`config.mk`:
```
export PLATFORM = sky130hd
export DESIGN_NAME = unpack_message_1030
export DESIGN_NICKNAME = d
export VERILOG_FILES = /design/src/rtl/unpack_message_1030.sv
export SDC_FILE = /design/constraint.sdc
export NUM_CORES = 1
export LEC_CHECK = 0
export ABC_AREA = 0
export ABC_CLOCK_PERIOD_IN_PS = 3750
export BUFFER_PORTS_ARGS = -buffer_cell sky130_fd_sc_hd__buf_2
export CORE_MARGIN = 5
export CORE_UTILIZATION = 57
export DETAILED_ROUTE_END_ITERATION = 10
export PLACE_DENSITY = 0.79
export SLEW_MARGIN = 30
export SYNTH_ARGS = -nofsm -noshare
export SYNTH_HDL_FRONTEND = slang
export SYNTH_SLANG_ARGS = --single-unit
```
`constraint.sdc`:
```
create_clock -name clk -period 3.75 [get_ports clk]
set_input_delay 0.1875 -clock clk [delete_from_list [all_inputs] [get_ports clk]]
set_output_delay 0.1875 -clock clk [all_outputs]
set_load 0.01 [all_outputs]
```
`src/rtl/unpack_message_1030.sv`:
```
// Receive-side unpacker for 1030 packed messages: input register, FIFO, validating output stage.
// Optional DEVICE_ID_FILTER_EN: drop drift reports whose device id differs from DEVICE_ID.
`timescale 1ns/1ps

// Generic synchronous FIFO, power-of-2 depth.
// Latency: a pushed entry is visible at head_dat one cycle after the push.
// Backpressure: none internally; the caller must not push when full unless it also pops.
module sync_fifo #(
  parameter int W     = 88,
  parameter int DEPTH = 4
) (
  input  logic                     clk,
  input  logic                     rst,
  input  logic                     push,
  input  logic [W-1:0]             push_dat,
  input  logic                     pop,
  output logic [W-1:0]             head_dat,
  output logic [$clog2(DEPTH):0]   level
);
  localparam int AW = $clog2(DEPTH);

  logic [W-1:0]  mem [DEPTH];
  logic [AW-1:0] wr_ptr;
  logic [AW-1:0] rd_ptr;
  logic [AW:0]   cnt;

  always_ff @(posedge clk) begin
    if (push) mem[wr_ptr] <= push_dat;
  end

  always_ff @(posedge clk) begin
    if (rst) begin
      wr_ptr <= '0;
      rd_ptr <= '0;
      cnt    <= '0;
    end else begin
      if (push) wr_ptr <= wr_ptr + 1'b1;
      if (pop)  rd_ptr <= rd_ptr + 1'b1;
      cnt <= cnt + {{AW{1'b0}}, push} - {{AW{1'b0}}, pop};
    end
  end

  assign head_dat = mem[rd_ptr];
  assign level    = cnt;
endmodule

// Decodes buffered 88-bit messages into Mode A/C or drift fields on a ready/valid port.
// Latency: valid_in sampled at edge N gives out_valid after edge N+2; 1 msg/cycle sustained.
// Backpressure: out_ready stalls the output stage; input is never stalled, FIFO overflow drops and counts.
module unpack_message_1030 #(
  parameter int          FIFO_DEPTH = 4,
  parameter logic [15:0] DEVICE_ID  = 16'h0001,
  parameter int          CNT_W      = 16
) (
  input  logic                          clk,
  input  logic                          rst,
  input  logic                          valid_in,
  input  logic [87:0]                   packed_in,
  input  logic                          out_ready,
  output logic                          out_valid,
  output logic [1:0]                    out_type,
  output logic [5:0]                    ac_utc_ts,
  output logic [25:0]                   ac_clk_ts,
  output logic [12:0]                   ac_drift,
  output logic [23:0]                   ac_message,
  output logic [15:0]                   dr_device_id,
  output logic [31:0]                   dr_pps_count,
  output logic [15:0]                   dr_drift,
  output logic [$clog2(FIFO_DEPTH):0]   fifo_level,
  output logic [CNT_W-1:0]              err_count,
  output logic [CNT_W-1:0]              ovf_count
);
  localparam int LW = $clog2(FIFO_DEPTH) + 1;

`ifdef DEVICE_ID_FILTER_EN
  localparam bit ID_FILTER = 1'b1;
`else
  localparam bit ID_FILTER = 1'b0;
`endif

  typedef enum logic {ST_EMPTY, ST_FULL} stage_t;

  stage_t      state_q, state_d;
  logic        in_vld_q;
  logic [87:0] in_dat_q;
  logic [87:0] head_dat;
  logic        fifo_empty, fifo_full;
  logic        push, pop, load, drop, ovf;
  logic        head_ac, head_dr, head_ok, dr_id_ok;
  logic [71:0] stg_dat;
  logic [1:0]  stg_typ;

  // Input register keeps the packed bus timing-isolated from the FIFO write path.
  always_ff @(posedge clk) begin
    if (rst) begin
      in_vld_q <= 1'b0;
      in_dat_q <= '0;
    end else begin
      in_vld_q <= valid_in;
      in_dat_q <= packed_in;
    end
  end

  sync_fifo #(.W(88), .DEPTH(FIFO_DEPTH)) u_fifo (
    .clk      (clk),
    .rst      (rst),
    .push     (push),
    .push_dat (in_dat_q),
    .pop      (pop),
    .head_dat (head_dat),
    .level    (fifo_level)
  );

  assign fifo_empty = (fifo_level == '0);
  assign fifo_full  = (fifo_level == LW'(FIFO_DEPTH));

  assign dr_id_ok = !ID_FILTER || (head_dat[66:51] == DEVICE_ID);
  assign head_ac  = (head_dat[87:72] == 16'h0001) && (head_dat[26:24] == 3'b011);
  assign head_dr  = (head_dat[87:67] == 21'h1FABAD) && (head_dat[18:16] == 3'b100) && dr_id_ok;
  assign head_ok  = head_ac || head_dr;

  always_ff @(posedge clk) begin
    if (rst) state_q <= ST_EMPTY;
    else     state_q <= state_d;
  end

  // The head is taken whenever the stage is free or is being emptied this cycle.
  always_comb begin
    state_d = state_q;
    pop     = 1'b0;
    load    = 1'b0;
    drop    = 1'b0;
    case (state_q)
      ST_EMPTY: begin
        if (!fifo_empty) begin
          pop = 1'b1;
          if (head_ok) begin
            load    = 1'b1;
            state_d = ST_FULL;
          end else begin
            drop = 1'b1;
          end
        end
      end
      ST_FULL: begin
        if (out_ready) begin
          state_d = ST_EMPTY;
          if (!fifo_empty) begin
            pop = 1'b1;
            if (head_ok) begin
              load    = 1'b1;
              state_d = ST_FULL;
            end else begin
              drop = 1'b1;
            end
          end
        end
      end
      default: state_d = ST_EMPTY;
    endcase
  end

  assign push = in_vld_q && (!fifo_full || pop);
  assign ovf  = in_vld_q && fifo_full && !pop;

  always_ff @(posedge clk) begin
    if (rst) begin
      stg_dat <= '0;
      stg_typ <= 2'b00;
    end else if (load) begin
      stg_dat <= head_dat[71:0];
      stg_typ <= head_ac ? 2'b01 : 2'b10;
    end else if (state_d == ST_EMPTY) begin
      stg_dat <= '0;
      stg_typ <= 2'b00;
    end
  end

  always_ff @(posedge clk) begin
    if (rst) begin
      err_count <= '0;
      ovf_count <= '0;
    end else begin
      if (drop && (err_count != '1)) err_count <= err_count + 1'b1;
      if (ovf  && (ovf_count != '1)) ovf_count <= ovf_count + 1'b1;
    end
  end

  assign out_valid    = (state_q == ST_FULL);
  assign out_type     = stg_typ;
  assign ac_utc_ts    = (stg_typ == 2'b01) ? stg_dat[71:66] : '0;
  assign ac_clk_ts    = (stg_typ == 2'b01) ? stg_dat[65:40] : '0;
  assign ac_drift     = (stg_typ == 2'b01) ? stg_dat[39:27] : '0;
  assign ac_message   = (stg_typ == 2'b01) ? stg_dat[23:0]  : '0;
  assign dr_device_id = (stg_typ == 2'b10) ? stg_dat[66:51] : '0;
  assign dr_pps_count = (stg_typ == 2'b10) ? stg_dat[50:19] : '0;
  assign dr_drift     = (stg_typ == 2'b10) ? stg_dat[15:0]  : '0;
endmodule

```
# --- Word-level counts from Yosys, hierarchy flattened ---
# Memory sizes are Yosys's and may differ from the RTL's. A register that Yosys moved wholly into a read port is not among the register bits.
# Cells that the tools add are included.
classes:
  bitwise: 1
  mux: 29
  n_reduce_logical: 12
  eq_ne: 10
  add_sub_neg: 6
ops:
  columns: ["op", "n"]
  rows:
  - ["$mux W72", 2]
  - ["$add A16 B1 Y16 const B", 2]
  - ["$mux W16", 2]
  - ["$mux W32", 1]
  - ["$ne A16 B16 Y1 const B", 2]
  - ["$mux W26", 1]
  - ["$mux W24", 1]
  - ["$eq A21 B21 Y1 const B", 1]
  - ["$eq A16 B1 Y1 const B", 1]
  - ["$mux W13", 1]
  - ["$mux W1", 11]
  - ["$mux W2", 5]
  - ["$pmux W1 S2", 4]
  - ["$logic_and A1 B1 Y1", 7]
  - ["$eq A3 B3 Y1 const B", 2]
  - ["$mux W6", 1]
  - ["$add A2 B1 Y2 const B", 2]
  - ["$add A3 B1 Y3", 1]
  - ["$eq A3 B2 Y1 const B", 1]
  - ["$logic_not A3 Y1", 1]
  - ["$sub A3 B1 Y3", 1]
  - ["$eq A2 B1 Y1 const B", 1]
  - ["$eq A2 B2 Y1 const B", 1]
  - ["$logic_not A1 Y1", 2]
  - ["other kinds (3)", 4]
word_totals:
  memories: 1
  mem_bits_rw: 352
  elab_cells: 69
  in_bits: 92
  ff_bits: 203
mem_list:
  columns: ["memory", "words", "width", "read_ports", "rd_ports_with_merged_regs", "write_ports", "line", "text"]
  rows:
  - ["u_fifo.mem", 4, 88, 1, 1, 1, "22", "logic [W-1:0] mem [DEPTH];"]

# --- Logic depth before layout (Yosys ltp) ---
# Gate-level depths: netlist of run 1.
depth:
  word_depth: 9
  depth_mapped: 12
  mapped_depth_nobuf: 10

# --- By module ---
# Synthesis of run 1 repeated with hierarchy kept, for this count alone.
hier_totals:
  cells_unflattened: 1286
  area_unflattened_um2: 20514.7
by_module_without_submodules:
  columns: ["module", "cells_each", "instances", "seq_area_each_um2", "area_per_inst_um2"]
  rows:
  - ["sync_fifo", 500, 1, 10750.3, 13113.8]
  - ["unpack_message_1030", 786, 1, 3923.8, 7400.8]

# --- Least setup slack after synthesis of run 1 ---
# No wires, ideal clock.
synth_timing:
  path_type: "reg2reg"
  from: "register state_q (netlist: out_valid)"
  to: "memory u_fifo.mem[1][0] (enable)"
  required_time_ns: 3.294
  setup_ns: 0.456
  period_less_slack_ns: 3.494
  path_stages_with_launch: 4
  arrival_ns: 3.038
  setup_slack_ns: 0.256
  path_cell_list: "dfxtp_1 -> nor2b_1 -> a31oi_1 -> and2_1"
synth_between:
  elab_chain_cells: 6
synth_rtl:
  columns: ["item", "line", "text"]
  rows:
  - ["from (decl)", "83", "stage_t state_q, state_d;"]
  - ["from (signal assigned)", "124", "else state_q <= state_d;"]
  - ["$not A1 Y1", null, null]
  - ["$pmux W1 S2 (*)", "133", "case (state_q)"]
  - ["$logic_or A1 B1 Y1 (*)", "163", "assign push = in_vld_q && (!fifo_full || pop);"]
  - ["$logic_and A1 B1 Y1 (*)", "163", null]
  - ["$mux W1 (*)", "28", "if (push) mem[wr_ptr] <= push_dat;"]
  - ["$mux W1 (not written as such) (*)", "28", null]
  - ["to (decl)", "22", null]
# Mark *: on every way between the ends. The rest lies on a longest branch, timed or not.

==> impl_metrics.ini, run 1 <==
[outcome]
outcome = finished clean

[job]
cap_violations = 0

[power]
p_leak_nw = 9.34
peakVddDrop_mv = 0.428
power_density_mw_per_mm2 = 560
power_mw = 13.9

[worst_setup_path]
cp_data_required_time_ns = 4.24
reg2reg_to = stg_dat[49]
start_kind = flop
crit_path_cell_trace = buf_4 -> nor4bb_1 -> o221ai_1 -> a2111oi_0 -> a22o_2 -> nor3b_4 -> buf_4 -> a22o_1
cp_common_cell = buf_4
end_kind = flop
ff2ff_path_depth = 8
critical_path.top_delay_family = compound AO/OA/AOI/OAI gates
path_class = flop to flop
critPathMaxFanout = 29
path_buf_inv = 2
critPathArrivalTime_ns = 3.85
cpPeakStageDelay_ns = 0.68
worst_path_max_delay_cell = dfxtp_4
rrSetupSlack_ns = 0.39

[timing]
maxSlewHeadroom_pct = 38.6
post-route-min-period_ns = 3.36
slew_viol_final = 0
finalHoldViolations = 0
period_share_pct = 89.6
clock_skew_ns = 0.0232
worst_pin_slew_ns = 0.920
setup_viol = 0
fin_tns_setup_ns = 0
rsz0062_at_grt = false
max_freq_mhz = 298

[clock_tree]
cts_tree = yes
cts_buffers = 52
htree_levels = 2
cts_root_buf = clkbuf_16
path_clk_slew_ns = 0.06
cts_buffer_depth = 3
cts_setup_buffers = 0
cts_sinks = 557
clkLatencyLatePin_ns = 0.56

[synth]
ys_warn_count = 0
async_flop_share_pct = 0
synth_area_leaders = edfxtp_1, dfxtp_1, mux4_2
synthesis.nets = 1323
syn_inst = 1222
ys_seq_area_share_pct = 72.2
synth_top_area_share_pct = 52.0
synth_edf_count = 352
ys.flop_type = edfxtp_1
ys_seq_elements = 557
synth_top_cell_by_area = edfxtp_1
yosysMostFrequentCell = edfxtp_1
synth_area_mm2 = 0.0203
synth_common_cells = edfxtp_1, dfxtp_1, and2_1
synth_cell_types = 43
syn_avg_cell_area_um2 = 16.6

[floorplan]
pin_count = 263
die_h_um = 199
fp.dieArea_mm2 = 0.0395
die_w_um = 199
rows = 69
start_util_pct = 57.4
coreArea_mm2 = 0.0354

[detailed_routing]
via_per_inst = 5.56
wl_um = 42300
drtPass1Iterations = 5
drt-initial-drc-count = 788
wire_per_inst_um = 20.2
vias = 11600
ant_nets = 0
drc = 0

[cells_and_area]
final_cells = 2090
drive_gt1_share_pct = 29.2
regArea_mm2 = 0.0147
area_delta_synth_final_pct = 22.2
final_nets = 1686
fillers = 2212
multi_input_area_mm2 = 0.00531
antenna_cells = 0

[place]
dp_hpwl_um = 25200
port_buffers = 262
gp_congestion = 0.823
dp.cells = 1902

[hold_path]
worstHoldEndpoint = u_fifo.level[2]
min-delay-start = rst
hold_path_class = input port to flop
min_path_cells = 2

[grt]
grt_use_total_pct = 21.2
antenna_found_initial = 2
grt_start_max_net_pins = 74
overflow = 0
grt_pass1_vias = 11900
grt_pass1_wl_um = 65500
==> state kept, by name, summed over array words and instances, names as in the netlist, named ones only <==
signal,flops
u_fifo.mem,352
in_dat_q,88
stg_dat,72
err_count,16
ovf_count,16
u_fifo.level,3
out_type,2
u_fifo.rd_ptr,2
u_fifo.wr_ptr,2
in_vld_q,1
out_valid,1
==> how the worst max path moves through the flow <==
stage,start,endpoint,cells after the start
detailed placement,flop,stg_dat[49],8
global placement,flop,stg_dat[49],7
finish,flop,stg_dat[49],8
global route,flop,stg_dat[49],8
CTS,flop,stg_dat[49],8
floorplan,out_valid,u_fifo.mem[1][0],3
==> final cells by class <==
| cell class | count | share of cell area [%] |
|---|---|---|
| timing repair buffer | 376 | 9.89 |
| inverter | 12 | 0.181 |
| tap | 461 | 2.32 |
| multi-input combinational | 586 | 21.4 |
| clock inverter | 26 | 1.13 |
| sequential | 557 | 59.1 |
| clock buffer | 72 | 6.03 |
==> per-layer routing <==
layer | global-route usage, % | wire [µm] | share of wire (%) | up-vias
met2 | 36.8 | 21700 | 51 | 408
li1 | - | - | - | 5329
met5 | 0 | 25 | 0.059 | -
met1 | 28.5 | 17000 | 40 | 5814
met3 | 3.35 | 2750 | 6.5 | 63
met4 | 5.32 | 812 | 1.9 | 4
==> cell families (layout without fill, tap and decap cells) <==
logic type	Yosys count	in the layout	synth area share, %
muxes	92	92	9.68
adders and majority gates	9	9	0.591
and+or+nand+nor	363	363	10.7
DFF	557	557	72.2
buffers and inverters	79	486	1.88
AOI/OAI and AO/OA	103	103	4.15
xor gates and xnor gates	19	19	0.819
==> where the power goes <==
| part | leakage [nW] | internal [mW] | switching, mW |
|---|---|---|---|
| clock network | 0.878 | 3.15 | 2.15 |
| logic | 3.52 | 0.915 | 0.760 |
| registers | 4.95 | 6.70 | 0.244 |
==> worst reg2reg max path, stage by stage (launching register included) <==
cell and delay [ns]:
dfxtp_4 0.68, buf_4 0.37, nor4bb_1 0.38, o221ai_1 0.22, a2111oi_0 0.56, a22o_2 0.28
nor3b_4 0.25, buf_4 0.33, a22o_1 0.21
==> timing repair <==
| item | CTS | global route |
|---|---|---|
| resized for setup | 0 | 0 |
| hold buffers | 90 | 0 |
| setup endpoints to repair | 0 | 0 |
| hold endpoints to repair | 91 | 0 |
==> metrics by stage <==
step / setup slack, ns / hold slack [ns] / utilization [%] / area [µm²]
global placement: 0.583 / 0.396 / 62.6 / 22200
global route: 0.156 / 0.0857 / 70.2 / 24900
finish: 0.391 / 0.0612 / 70.2 / 24900
floorplan: 0.256 / 0.316 / - / 20300
CTS: 0.365 / 0.0470 / 70.2 / 24900
detailed placement: 0.508 / 0.401 / 62.6 / 22200
==> layout by cell type (no fill, tap or decap), types with 13 or more instances in the layout <==
master	count
buf_2	261
edfxtp_1	352
a22o_1	73
a21oi_1	13
buf_4	20
nand2_1	17
nand3_1	15
dlygate4sd3_1	90
dfxtp_1	203
clkbuf_16	53
mux4_2	83
nor2b_1	99
nor2_1	33
and2_1	135
(Power assumes the default switching activity.)
==> inputs of run 2 (changes only) <==
- ABC_CLOCK_PERIOD_IN_PS: 3750 -> 3100
- REMOVE_ABC_BUFFERS: not set -> 1
- clock period: 3.75 -> 3.1 ns (I/O delays scaled with it)
==> run 2 against run 1 <==
Compared with the run above: total power rose by 22%; clock skew fell by 0.0033 ns; critical path depth rose by 1; sequential share of layout area fell by 0.51 points; highest routed layer is now met4; combinational power up 33%; register-to-register slack worse by 0.21 ns; via count down 0.11%; sequential power is 20% higher; utilization increased by 0.61 points; first-iteration DRC count fell by 1.6%; maximum frequency is 15% higher.
==> impl_metrics.ini, run 2 (synthesis results as in run 1) <==
[outcome]
outcome = finished clean

[job]
cap_violations = 0

[hold_path]
min-delay-start = rst
worstHoldEndpoint = ovf_count[2]
min_path_cells = 2
hold_path_class = input port to flop

[timing]
rsz0062_at_grt = false
max_freq_mhz = 343
fin_tns_setup_ns = 0
worst_pin_slew_ns = 0.940
finalHoldViolations = 0
maxSlewHeadroom_pct = 37.3
clock_skew_ns = 0.0198
setup_slack_ns = 0.180
slew_viol_final = 0
setup_viol = 0
fin_hold_ws_ns = 0.108
period_share_pct = 94.2
post-route-min-period_ns = 2.92

[worst_setup_path]
cp.depth = 9
end_kind = flop
cpPeakStageDelay_ns = 0.55
ff2ff_path_depth = 9
worst_path_max_delay_cell = or4_1
start_kind = flop
rrSetupSlack_ns = 0.18
critical_path.top_delay_family = simple AND/OR/NAND/NOR gates
critPathArrivalTime_ns = 3.42
reg2reg_to = out_type[1]
critPathMaxFanout = 25
path_buf_inv = 3
crit_path_cell_trace = buf_12 -> mux4_2 -> or4_1 -> a211oi_2 -> a22o_2 -> nor3b_4 -> buf_4 -> buf_8 -> a22o_1
path_class = flop to flop
cp_data_required_time_ns = 3.60

[place]
dp_hpwl_um = 24800
place_area_mm2 = 0.0223
gp_congestion = 0.799
place_ws_ns = 0.103
port_buffers = 262
dp.cells = 1910

[clock_tree]
cts_buffers = 53
cts_tree = yes
clkLatencyLatePin_ns = 0.56
cts_buffer_depth = 3
path_clk_slew_ns = 0.06
htree_levels = 2
cts_root_buf = clkbuf_16
cts_sinks = 557

[detailed_routing]
wl_um = 42600
via_per_inst = 5.51
vias = 11600
ant_nets = 0
drc = 0
drtPass1Iterations = 5
wire_per_inst_um = 20.2
drt-initial-drc-count = 775

[floorplan]
start_util_pct = 57.4
rows = 69
pin_count = 263
die_h_um = 199
fp.dieArea_mm2 = 0.0395
coreArea_mm2 = 0.0354
die_w_um = 199

[cells_and_area]
finalInstanceArea_mm2 = 0.0251
largest_reg_flops = 352
area_delta_synth_final_pct = 23.3
antenna_cells = 0
regMostFlops = u_fifo.mem
final_nets = 1702
layout_commonest_cell = edfxtp_1
drive_gt1_share_pct = 29.5
reg_top3 = u_fifo.mem (352), in_dat_q (88), stg_dat (72)
final_cells = 2107
final_util_pct = 70.8
fillers = 2209
final_cell_mix = edfxtp_1, buf_2, dfxtp_1

[grt]
grt_pass1_wl_um = 65700
grt_use_total_pct = 21.2
grt_pass1_vias = 11900
antenna_found_initial = 1
grt_start_max_net_pins = 74
overflow = 0

[power]
peakVddDrop_mv = 0.402
power_density_mw_per_mm2 = 679
p_leak_nw = 9.43
power_mw = 17.0
## run 2: changes by cell type in the layout (fill, tap and decap cells not counted), sizes merged
cell	change
clkbuf	-5
clkinv	+7
inv	-4
clkinvlp	+4
buf	+14
bufinv	+1
## run 2: final cells by class
cell class / instances / area [µm²] / area share (%)
Multi-Input combinational cell: 586 / 5310 / 21.2
Clock inverter: 34 / 334 / 1.33
Inverter: 12 / 45.0 / 0.180
Tap cell: 461 / 577 / 2.30
Timing Repair Buffer: 391 / 2670 / 10.6
Clock buffer: 66 / 1450 / 5.78
Sequential cell: 557 / 14700 / 58.6
## run 2: power breakdown
| part | internal, mW | leakage, nW | switching, mW | total [mW] |
|---|---|---|---|---|
| clock | 3.82 | 0.856 | 2.64 | 6.46 |
| combinational | 1.21 | 3.62 | 1.03 | 2.24 |
| sequential | 8.11 | 4.95 | 0.199 | 8.31 |
## run 2: how the worst max path moves through the flow
stage                     slack [ns]     endpoint  from
after detailed placement        0.10  stg_dat[26]  flop
after global placement          0.11  stg_dat[41]  flop
after global routing            0.08  out_type[1]  flop
final                           0.18  out_type[1]  flop
after floorplan                -4.90  out_type[1]  flop
after CTS                       0.06  stg_dat[20]  flop
## run 2: per-layer routing
metal	part of all wire, %	global-route usage, %	wire length [µm]	vias up
li1	-	-	-	5374
met4	1.5	4.89	641	0
met1	42	29.1	17800	5755
met2	50	35.8	21400	419
met5	0	0	0	-
met3	6.7	4.15	2860	57
## run 2: what timing repair did
action	in CTS	in global routing
resized for setup	0	4
buffers inserted	0	6
setup endpoints to repair	0	79
endpoints found under the hold margin	91	0
hold buffers	90	0
==> inputs of run 3 (changes only) <==
- ABC_CLOCK_PERIOD_IN_PS: 3100 -> 2750
- clock period: 3.1 -> 2.75 ns (I/O delays scaled with it)
==> run 3 against run 2 <==
Compared with the run above: the run now ends with setup timing left; non-clock buffer count increased by 31; via count is 1.5% higher; cell count is 1.6% higher; clock power up 11%; sequential share of layout area down 1.0 points; utilization increased by 1.3 points; largest cell class unchanged; highest routed layer unchanged.
==> impl_metrics.ini, run 3 (synthesis results as in run 1) <==
[timing]
fin_hold_ws_ns = 0.0635
worst_pin_slew_ns = 0.996
period_share_pct = 107
setup_slack_ns = -0.196
setup_viol = 89
slew_viol_final = 0
fin_tns_setup_ns = -13.98
finalHoldViolations = 0
max_freq_mhz = 339
rsz0062_at_grt = true
clock_skew_ns = 0.0182
post-route-min-period_ns = 2.95
maxSlewHeadroom_pct = 33.6

[floorplan]
rows = 69
coreArea_mm2 = 0.0354
fp.dieArea_mm2 = 0.0395
start_util_pct = 57.4
die_h_um = 199
pin_count = 263
die_w_um = 199

[cells_and_area]
final_cell_mix = edfxtp_1, buf_2, dfxtp_1
regMostFlops = u_fifo.mem
reg_top3 = u_fifo.mem (352), in_dat_q (88), stg_dat (72)
drive_gt1_share_pct = 31.2
final_nets = 1734
largest_reg_flops = 352
layout_commonest_cell = edfxtp_1
fillers = 2154
area_delta_synth_final_pct = 25.5

[worst_setup_path]
cp_data_required_time_ns = 3.25
start_kind = flop
end_kind = flop
critPathArrivalTime_ns = 3.45
path_class = flop to flop
critPathMaxFanout = 11
ff2ff_path_depth = 10

[grt]
grt_pass1_wl_um = 68900
grt_start_max_net_pins = 102
grt_use_total_pct = 22.5
antenna_found_initial = 1
overflow = 0
grt_pass1_vias = 12200

[clock_tree]
cts_tree = yes
path_clk_slew_ns = 0.06
cts_root_buf = clkbuf_16
cts_buffers = 54
htree_levels = 2
cts_buffer_depth = 3
clkLatencyLatePin_ns = 0.57
cts_sinks = 557

[hold_path]
hold_path_class = input port to flop
min_path_cells = 2

[place]
place_ws_ns = -0.262
gp_congestion = 0.788
dp_hpwl_um = 25100
port_buffers = 262

[detailed_routing]
wire_per_inst_um = 21.3
vias = 11800
via_per_inst = 5.50
wl_um = 45600
ant_nets = 0
drt-initial-drc-count = 632
drc = 0
drtPass1Iterations = 4

[power]
power_density_mw_per_mm2 = 756
peakVddDrop_mv = 0.515
p_leak_nw = 9.65
power_mw = 19.3

[outcome]
outcome = finished with violations
violations = setup timing

[job]
cap_violations = 0
run 3: worst max-delay path: stages (launching register included):
cell	delay [ns]
dfxtp_4	0.38
buf_6	0.14
buf_6	0.11
mux4_2	0.53
or4_4	0.57
nor3_4	0.21
a22o_4	0.18
nor3b_4	0.25
buf_12	0.20
clkbuf_16	0.18
a22o_1	0.13
run 3: worst paths after layout:
check	start	to	slack [ns]
setup / recovery	flop	stg_dat[21]	-0.20
hold / removal	rst	u_fifo.wr_ptr[0]	0.06
setup reg to reg	flop	stg_dat[21]	-0.20
hold reg to reg	in_dat_q[30]	u_fifo.mem[3][30]	0.46
run 3: what timing repair did:
item / 4_1_cts / 5_1_grt
hold buffers: 90 / 0
setup buffers: 12 / 2
endpoints found under the hold margin: 91 / 0
setup endpoints to repair: 88 / 90
pin swaps: 14 / 7
resized for setup: 20 / 11
cloned: 2 / 5
run 3: area by class of cell:
type                    count  area [µm²]  area share [%]
diodes                      1        2.50         0.00981
clock buffers              80        1550            6.08
clock inverters            21         184           0.721
inverters                  12        45.0           0.177
multi-input cells         586        5390            21.1
flip-flops and latches    557       14700            57.5
well taps                 461         577            2.26
repair buffers            422        3090            12.1
run 3: layer usage:
| metal | vias to the layer above | GRT usage (%) | routed length [µm] |
|---|---|---|---|
| li1 | 5413 | - | - |
| met1 | 5883 | 30.4 | 18900 |
| met2 | 423 | 38.5 | 22800 |
| met3 | 60 | 4.32 | 2930 |
| met4 | 0 | 5.32 | 858 |
| met5 | - | 0 | 0 |
run 3: per-stage QoR:
stage	utilization, %	area [µm²]	cells
5_1_grt	72.1	25500	2140
3_3_place_gp	63.4	22500	1927
3_5_place_dp	63.4	22500	1927
2_1_floorplan	-	20000	1155
6_report	72.1	25500	2140
4_1_cts	71.5	25300	2132
run 3: power breakdown:
part           internal, mW  total, mW  leakage (nW)  switching (mW)
Sequential             9.14       9.36          4.95           0.214
Combinational          1.50       2.77          3.85            1.27
Clock                  4.18       7.15         0.859            2.97
